`config.mk`:
```
export PLATFORM = sky130hd
export DESIGN_NAME = ex_data_rd_sched_flat
export DESIGN_NICKNAME = d
export VERILOG_FILES = /design/src/rtl/ex_data_rd_sched_pkg.sv /design/src/rtl/ex_data_rd_sched_if.sv /design/src/rtl/ex_data_rr_pick.sv /design/src/rtl/ex_data_rd_sched.sv /design/src/flat_wrapper.sv
export SDC_FILE = /design/constraint.sdc
export NUM_CORES = 1
export LEC_CHECK = 0
export ABC_AREA = 1
export ABC_CLOCK_PERIOD_IN_PS = 4800
export CAP_MARGIN = 20
export CORE_ASPECT_RATIO = 1.2
export CORE_MARGIN = 2
export CORE_UTILIZATION = 37
export DETAILED_ROUTE_END_ITERATION = 6
export GPL_ROUTABILITY_DRIVEN = 0
export MAX_ROUTING_LAYER = met4
export PLACE_DENSITY = 0.89
export SLEW_MARGIN = 30
export SYNTH_ARGS = -nofsm -noshare
export SYNTH_HDL_FRONTEND = slang
export SYNTH_HIERARCHICAL = 1
export SYNTH_SLANG_ARGS = --single-unit
```
`constraint.sdc`:
```
create_clock -name rd_clk -period 4.8 [get_ports rd_clk]
set_clock_uncertainty 0.2 [all_clocks]
set_input_delay 0.96 -clock rd_clk [delete_from_list [all_inputs] [get_ports rd_clk]]
set_output_delay 0.96 -clock rd_clk [all_outputs]
set_load 0.005 [all_outputs]
```
`src/rtl/ex_data_rd_sched_pkg.sv`:
```
// ex_data_rd_sched_pkg: shared types and widths for the read-side scheduler.
// Optional statistics are enabled by defining EX_DATA_RD_SCHED_STAT_EN.
package ex_data_rd_sched_pkg;

  typedef enum logic {
    IDLE  = 1'b0,
    BURST = 1'b1
  } state_e;

  localparam int BEAT_CNT_W = 8;
  localparam int STAT_W     = 16;

endpackage

```
`src/rtl/ex_data_rd_sched_if.sv`:
```
// ex_data_rd_sched_if: scheduled output stream (valid/ready, channel-tagged).
// master drives data/ch/valid; slave returns ready.
interface ex_data_rd_sched_if #(
  parameter int N_CH   = 4,
  parameter int DATA_W = 32
);
  import ex_data_rd_sched_pkg::*;

  localparam int CH_W = $clog2(N_CH);

  logic [DATA_W-1:0] out_data;
  logic [CH_W-1:0]   out_ch;
  logic              out_valid;
  logic              out_ready;

  modport master (
    output out_data,
    output out_ch,
    output out_valid,
    input  out_ready
  );

  modport slave (
    input  out_data,
    input  out_ch,
    input  out_valid,
    output out_ready
  );

endinterface

```
`src/rtl/ex_data_rr_pick.sv`:
```
// ex_data_rr_pick: combinational round-robin first-hit finder.
// Searches req starting at (ptr+1) mod N_CH, wrapping.
module ex_data_rr_pick
  import ex_data_rd_sched_pkg::*;
#(
  parameter int N_CH = 4,
  parameter int CH_W = $clog2(N_CH)
) (
  input  logic [N_CH-1:0] req,
  input  logic [CH_W-1:0] ptr,
  output logic            hit,
  output logic [CH_W-1:0] idx
);

  int unsigned c;

  always_comb begin
    hit = 1'b0;
    idx = '0;
    c   = 0;
    for (int unsigned k = 1; k <= N_CH; k++) begin
      c = (32'(ptr) + k) % N_CH;
      if (!hit && req[c[CH_W-1:0]]) begin
        hit = 1'b1;
        idx = c[CH_W-1:0];
      end
    end
  end

endmodule

```
`src/rtl/ex_data_rd_sched.sv`:
```
// ex_data_rd_sched: round-robin burst scheduler over N_CH prefetch FIFOs.
// EX_DATA_RD_SCHED_STAT_EN adds per-channel saturating beat counters.
module ex_data_rd_sched
  import ex_data_rd_sched_pkg::*;
#(
  parameter int N_CH      = 4,
  parameter int DATA_W    = 32,
  parameter int BURST_LEN = 8,
  localparam int CH_W     = $clog2(N_CH)
) (
  input  logic                   rd_clk,
  input  logic                   rd_rst,
  input  logic [N_CH*DATA_W-1:0] ch_rd_data,
  input  logic [N_CH-1:0]        ch_rd_vld,
  output logic [N_CH-1:0]        ch_rd_en,
  ex_data_rd_sched_if.master     ob,
`ifdef EX_DATA_RD_SCHED_STAT_EN
  input  logic                   stat_clr,
  output logic [N_CH*STAT_W-1:0] stat_beats,
`endif
  output logic                   busy
);

  localparam logic [BEAT_CNT_W-1:0] LAST =
    BEAT_CNT_W'(BURST_LEN - 1);

  state_e                state_q, state_d;
  logic [CH_W-1:0]       grant_q, grant_d;
  logic [CH_W-1:0]       rr_ptr_q, rr_ptr_d;
  logic [BEAT_CNT_W-1:0] beat_cnt_q, beat_cnt_d;

  logic            pick_hit;
  logic [CH_W-1:0] pick_idx;
  logic            burst;
  logic            vld_g;
  logic            beat;

  ex_data_rr_pick #(
    .N_CH (N_CH),
    .CH_W (CH_W)
  ) u_pick (
    .req (ch_rd_vld),
    .ptr (rr_ptr_q),
    .hit (pick_hit),
    .idx (pick_idx)
  );

  assign burst = (state_q == BURST);
  assign vld_g = ch_rd_vld[grant_q];
  assign beat  = burst & vld_g & ob.out_ready;

  assign busy         = burst;
  assign ob.out_valid = burst & vld_g;
  assign ob.out_ch    = burst ? grant_q : '0;
  assign ob.out_data  = burst
    ? ch_rd_data[32'(grant_q)*DATA_W +: DATA_W]
    : '0;

  always_comb begin
    ch_rd_en = '0;
    if (burst) begin
      ch_rd_en[grant_q] = ob.out_ready & vld_g;
    end
  end

  always_comb begin
    state_d    = state_q;
    grant_d    = grant_q;
    rr_ptr_d   = rr_ptr_q;
    beat_cnt_d = beat_cnt_q;
    unique case (state_q)
      IDLE: begin
        if (pick_hit) begin
          grant_d    = pick_idx;
          rr_ptr_d   = pick_idx;
          beat_cnt_d = '0;
          state_d    = BURST;
        end
      end
      BURST: begin
        // a bubble ends the burst; nothing moved this cycle
        if (!vld_g) begin
          state_d = IDLE;
        end else if (ob.out_ready) begin
          if (beat_cnt_q == LAST) begin
            state_d = IDLE;
          end else begin
            beat_cnt_d = beat_cnt_q + 1'b1;
          end
        end
      end
      default: state_d = IDLE;
    endcase
  end

  always_ff @(posedge rd_clk or posedge rd_rst) begin
    if (rd_rst) begin
      state_q    <= IDLE;
      grant_q    <= '0;
      rr_ptr_q   <= CH_W'(N_CH - 1);
      beat_cnt_q <= '0;
    end else begin
      state_q    <= state_d;
      grant_q    <= grant_d;
      rr_ptr_q   <= rr_ptr_d;
      beat_cnt_q <= beat_cnt_d;
    end
  end

`ifdef EX_DATA_RD_SCHED_STAT_EN
  logic [STAT_W-1:0] stat_q [N_CH];
  logic [STAT_W-1:0] stat_d [N_CH];

  // clear has priority over a coincident beat
  always_comb begin
    for (int i = 0; i < N_CH; i++) begin
      stat_d[i] = stat_q[i];
      if (stat_clr) begin
        stat_d[i] = '0;
      end else if (beat && grant_q == CH_W'(i) && stat_q[i] != '1) begin
        stat_d[i] = stat_q[i] + 1'b1;
      end
    end
  end

  always_ff @(posedge rd_clk or posedge rd_rst) begin
    if (rd_rst) begin
      for (int i = 0; i < N_CH; i++) stat_q[i] <= '0;
    end else begin
      for (int i = 0; i < N_CH; i++) stat_q[i] <= stat_d[i];
    end
  end

  for (genvar g = 0; g < N_CH; g++) begin : g_stat
    assign stat_beats[g*STAT_W +: STAT_W] = stat_q[g];
  end
`endif

endmodule

```
`src/flat_wrapper.sv`:
```
// flat-port wrapper written by rule: the top's interface ports become plain ports
module ex_data_rd_sched_flat import ex_data_rd_sched_pkg::*;
#(
  parameter int N_CH      = 4,
  parameter int DATA_W    = 32,
  parameter int BURST_LEN = 8,
  localparam int CH_W     = $clog2(N_CH)
)
  (rd_clk, rd_rst, ch_rd_data, ch_rd_vld, ch_rd_en, busy, ob_out_data, ob_out_ch, ob_out_valid, ob_out_ready);
  ex_data_rd_sched_if #(.N_CH(N_CH), .DATA_W(DATA_W)) ob_i ();
  input  logic rd_clk;
  input  logic rd_rst;
  input  logic [N_CH*DATA_W-1:0] ch_rd_data;
  input  logic [N_CH-1:0] ch_rd_vld;
  output logic [N_CH-1:0] ch_rd_en;
  output logic busy;
  output wire logic [$bits(ob_i.out_data)-1:0] ob_out_data;
  output wire logic [$bits(ob_i.out_ch)-1:0] ob_out_ch;
  output wire logic [$bits(ob_i.out_valid)-1:0] ob_out_valid;
  input wire logic [$bits(ob_i.out_ready)-1:0] ob_out_ready;
  assign ob_out_data = ob_i.out_data;
  assign ob_out_ch = ob_i.out_ch;
  assign ob_out_valid = ob_i.out_valid;
  assign ob_i.out_ready = ob_out_ready;
  ex_data_rd_sched #(.N_CH(N_CH), .DATA_W(DATA_W), .BURST_LEN(BURST_LEN)) u_core (.rd_clk(rd_clk), .rd_rst(rd_rst), .ch_rd_data(ch_rd_data), .ch_rd_vld(ch_rd_vld), .ch_rd_en(ch_rd_en), .ob(ob_i), .busy(busy));
endmodule
```
Yosys cells after proc, flatten, opt, wreduce, memory -nomap -nowiden. Cells that the tools add are included. Widths: inputs -> output; s select.

Logic and storage cells: 67. Bits in writable memories: 0. Latch bits: 0. ROM bits: 0. Memories kept: 0. Register bits: 13.

$lt $le $gt $ge: 6. Add/subtract/negate cells: 5. Muxes and demuxes: 33. Reduce and logical (&&, ||, !) cells: 9. Shift-type cells: 1. Multipliers: 0. Divide/modulo/power cells: 0. Eq/ne operators: 5. Bitwise gates (word level): 4.

Operators by type and width (count): $shiftx 128x8->32 (1); $mux 32 (1); $mux 8 (4); $pmux 8 s2 (1); $lt 2x3->1 const B (5); $mux 1 (14); $bmux 1 s2 (5); $mux 2 (5); $add 8x1->8 const B (1); $eq 8x3->1 const B (1); $ne 2x2->1 const B (3); $add 2x1->2 const B (2); $add 2x2->2 const B (2); $and 4x4->4 (1); $logic_and 1x1->1 (4); $mux 4 (1); $reduce_and 4->1 (1); $logic_not 1->1 (3); $and 1x1->1 (2); $demux 1 s2 (1); $ge 2x1->1 const B (1); $ne 2x1->1 const B (1); $pmux 1 s2 (1); $reduce_and 2->1 (1); $not 1->1 (1).

Logic depth before layout (Yosys ltp).
Depth after elaboration: 15. Mapped depth: 12. Depth with buffers taken out: 11.

Modules after synthesis. The synthesis kept the hierarchy.

Modules (own cells, without submodules): ex_data_rd_sched (area an instance 1933.1 um^2, cells each 303, sequential area each 327.8 um^2, times used 1); ex_data_rr_pick (area an instance 290.3 um^2, cells each 49, sequential area each 0.0 um^2, times used 1).

Least setup slack after synthesis. OpenSTA, ideal clock, no wires.

Kind: in2out. Start: in ch_rd_vld[3]. End: out ch_rd_en[0]. Slack: 2121 ps. Data arrival time: 1519 ps. Stages on the path: 6. Buffers on the path: 0. Cell sequence: nand3_1 > nand2_2 > nor2_4 > nor2_8 > nand2_2 > nor3_2.

Word-level cells in the longest chain between the ends: 5.

Ends and longest elaborated chain: start, declared (line flat_wrapper.sv:14) `input logic [N_CH-1:0] ch_rd_vld;`; $bmux 1 s2 (line ex_data_rd_sched.sv:49) `assign vld_g = ch_rd_vld[grant_q];`; $mux 1 (not written as such) (line ex_data_rd_sched.sv:49); $and 1x1->1 (line ex_data_rd_sched.sv:62) `ch_rd_en[grant_q] = ob.out_ready & vld_g;`; $and 4x4->4 (no source line); $mux 4 (line ex_data_rd_sched.sv:61) `if (burst) begin`; end, declared (line flat_wrapper.sv:15) `output logic [N_CH-1:0] ch_rd_en;`.

No other way between the ends. The select of a mux whose other input is x is not followed.

Final worst setup path.
Start: reg u_core.grant_q[1]. End: out ch_rd_en[2].

Word-level cells in the longest chain between the ends: 6. Elaborated cells between the ends (all ways): 10.

Ends and longest elaborated chain: start, declared (line ex_data_rd_sched.sv:28) `logic [CH_W-1:0] grant_q, grant_d;`; start signal, assigned (line ex_data_rd_sched.sv:104) `grant_q <= grant_d;`; $lt 2x3->1 (not written as such) / $ge 2x1->1 (equally long branches) (line ex_data_rd_sched.sv:62); $logic_and 1x1->1 (not written as such) (line ex_data_rd_sched.sv:62); $mux 1 (not written as such) (line ex_data_rd_sched.sv:62); $demux 1 s2; $and 4x4->4 (no source line) (*); $mux 4 (*) (line ex_data_rd_sched.sv:61).

Mark *: on every way between the ends. The rest lies on a longest branch, timed or not. The select of a mux whose other input is x is not followed.

==> flow_summary.toml <==
[yosys]
synth_nets = 488
avgSynthCellArea_um2 = 6.316
synth_edf_count = 0
synthCells = 352
yosys_register_bits = 13
yosysSeqAreaShare_pct = 14.74
ys_async_sr_fraction_pct = 100.0
synth_flop_cell = "dfrtp_1"
synth.cell_area_um2 = 2223
synth.distinct_cells = 33
yosys_warnings = 6

[hold_path]
hp-class = "reg -> reg"
min_to = "u_core/rr_ptr_q[1]"
whs_path_depth = 2
min-delay-start = "u_core/rr_ptr_q[1]"

[worst_setup_path]
worst_setup_path_start_kind = "flip-flop"
required_ns = 3.64
slowest_delay_ns = 0.99
path_class = "reg -> out"
crit_path_top_delay_cell = "dfrtp_2"
r2r_setup_slack_ns = 2.32
arrival_ns = 2.86
r2r_end = "u_core/beat_cnt_q[0]"
crit_top_cell = "nand2_2"
r2r_start = "u_core/grant_q[1]"
crit_fanout = 47
crit_chain = "inv_4 > nand3_1 > nand2_2 > nor2_4 > nor2_8 > nand2_2 > nor3_2 > clkdlybuf4s50_1"
end_kind = "output port"
rr_worst_depth = 8

[detailed_routing]
drc_errors = 0
vias = 3308
via_per_inst = 5.694
antenna_left = 0
wirelength_um = 10170
dr.pass1.iters = 4
post_drt_wl_per_cell_um = 17.51
drt_iter0_markers = 195

[floorplanning]
start_util_pct = 38.71
dieArea_um2 = 6648
rows = 30
die_h_um = 88.92
fp.dieW_um = 74.77
pin_count = 175
coreArea_um2 = 5743

[job]
maxCapViolations = 0

[timing]
timing.setup.tns_ns = 0
maxSlewHeadroom_pct = 36.30
timing.final.hold_violations = 0
worstMarginPinSlew_ns = 0.9555
fin_crit_ns = 4.020
clock.fmax_ghz = 0.2487
setup_viol = 0
rsz0062_at_grt = "false"
slew_viol_final = 0
min_period_over_period_pct = 83.76

[clock_tree]
cts_resized = 0
cts.sinks = 13
clk-insertion-delay-late_ns = 0.25
clock_path_buffers = 2
clkTransAtPathRegs_ns = 0.05
cts_buffers = 3
root_buffer = "clkbuf_8"
h-tree-depth = 1
post_cts_buffers = 0
cts_hold_buf = 0
cts_tree = "yes"

[power]
finalPower_mw = 1.875
sequentialPowerShare_pct = 15.8
swShare_pct = 52.56
p_switching_mw = 0.9853
p_comb_share_pct = 79.0
p_int_mw = 0.8894
p_leak_nw = 1.494
pwr-share-clk_pct = 5.2
powerDensity_nw_per_um2 = 477.0
ir_drop_uv = 554.9

[layout]
nets = 638
final_common_cell = "clkdlybuf4s50_1"
final_cell_mix = "174 x clkdlybuf4s50_1, 122 x nand3_1, 77 x nand2_1"
fillers = 509
drive_gt1_share_pct = 8.583
n_antenna_cell = 0
syn_to_final_growth_pct = 76.76
final_core_util_pct = 68.43
finalInstanceArea_um2 = 3930

[global_routing]
grt_overflow = 0
track_usage_pct = 29.28
grt_pass1_wl_um = 14880
first_global_vias = 3016
antenna_found_initial = 0
grt_max_degree = 48

[place]
hpwl_um = 7503
placed_cell_area_um2 = 3885
io_buffers = 174

[status]
outcome = "completed"
## area by class of cell
type,count,area [um2],area share [%]
clock buffer,4,45.04,1.146
inverter,18,77.57,1.974
multi-input combinational,290,1620,41.23
sequential,13,330.3,8.405
tap,80,100.1,2.547
timing repair buffer,176,1757,44.70
## per-stage QoR
| stage | hold WS [ns] | setup WS [ns] | cells |
|---|---|---|---|
| 6_report | 0.3350 | 0.7797 | 581 |
| 5_1_grt | 0.3566 | 0.6590 | 581 |
| 4_1_cts | 0.3355 | 0.8472 | 581 |
| 3_5_place_dp | 0.3281 | 0.9033 | 577 |
| 3_3_place_gp | 0.3212 | 0.9808 | 577 |
| 2_1_floorplan | 0.2544 | 2.121 | 352 |
## power groups by stage
stage / Clock, mW / Sequential (mW) / Combinational, mW
2_1_floorplan: 0 / 0.177 / 1.00
3_3_place_gp: 0 / 0.287 / 1.44
3_5_place_dp: 0 / 0.293 / 1.47
4_1_cts: 0.0997 / 0.291 / 1.48
5_1_grt: 0.106 / 0.306 / 1.59
6_report: 0.0982 / 0.296 / 1.48
## cells in the mapped netlist (5+ instances only)
cell type    n  area share (%)
a41oi_1     32              13
nand4_1      6             1.7
nand2_1     77              13
buf_2       20             4.5
nand3_1    122              27
buf_6        6             3.0
nand2_4      5             2.5
nand2_2     13             3.7
dfrtp_1     11              12
nor2_1      10             1.7
inv_1       13             2.2
## registers in the layout, summed over array words and instances (netlist names)
name               flops
u_core/beat_cnt_q      8
u_core/busy            1
u_core/rr_ptr_q        2
u_core/grant_q         2
## routing by layer
layer  global-route usage (%)  wire [um]  up-vias
met3                    7.441       1121       35
met1                    33.54       3822     1530
met2                    48.83       4880      178
li1                         -          -     1565
met4                    11.20        348        0
met5                        -          0        -
## critical path: cells and delay by family (launching register included)
family | cells | cell delay, ns
buf+inv | 2 | 0.84
flops | 1 | 0.99
simple gates | 6 | 0.74
## cells by family after synthesis
group / Yosys count / synth area share (%)
AND/OR/NAND/NOR: 247 / 56.61
buffers and inverters: 49 / 12.38
AO/OA/AOI/OAI: 40 / 14.91
flip-flops: 13 / 14.74
XOR/XNOR: 2 / 0.7880
adder cells (fa/ha/maj): 1 / 0.5627
## worst max-delay path by stage
| stage | start | endpoint | slack (ns) | cells past startpoint |
|---|---|---|---|---|
| after floorplan | ch_rd_vld[3] | ch_rd_en[0] | 2.12 | 6 |
| after global placement | ch_rd_vld[3] | ch_rd_en[2] | 0.98 | 8 |
| after detailed placement | ch_rd_vld[2] | ch_rd_en[1] | 0.90 | 8 |
| after CTS | u_core/grant_q[1] | ch_rd_en[2] | 0.85 | 8 |
| after global routing | u_core/grant_q[1] | ch_rd_en[2] | 0.66 | 8 |
| final | u_core/grant_q[1] | ch_rd_en[2] | 0.78 | 8 |
Power figures use the tool's default switching activity.
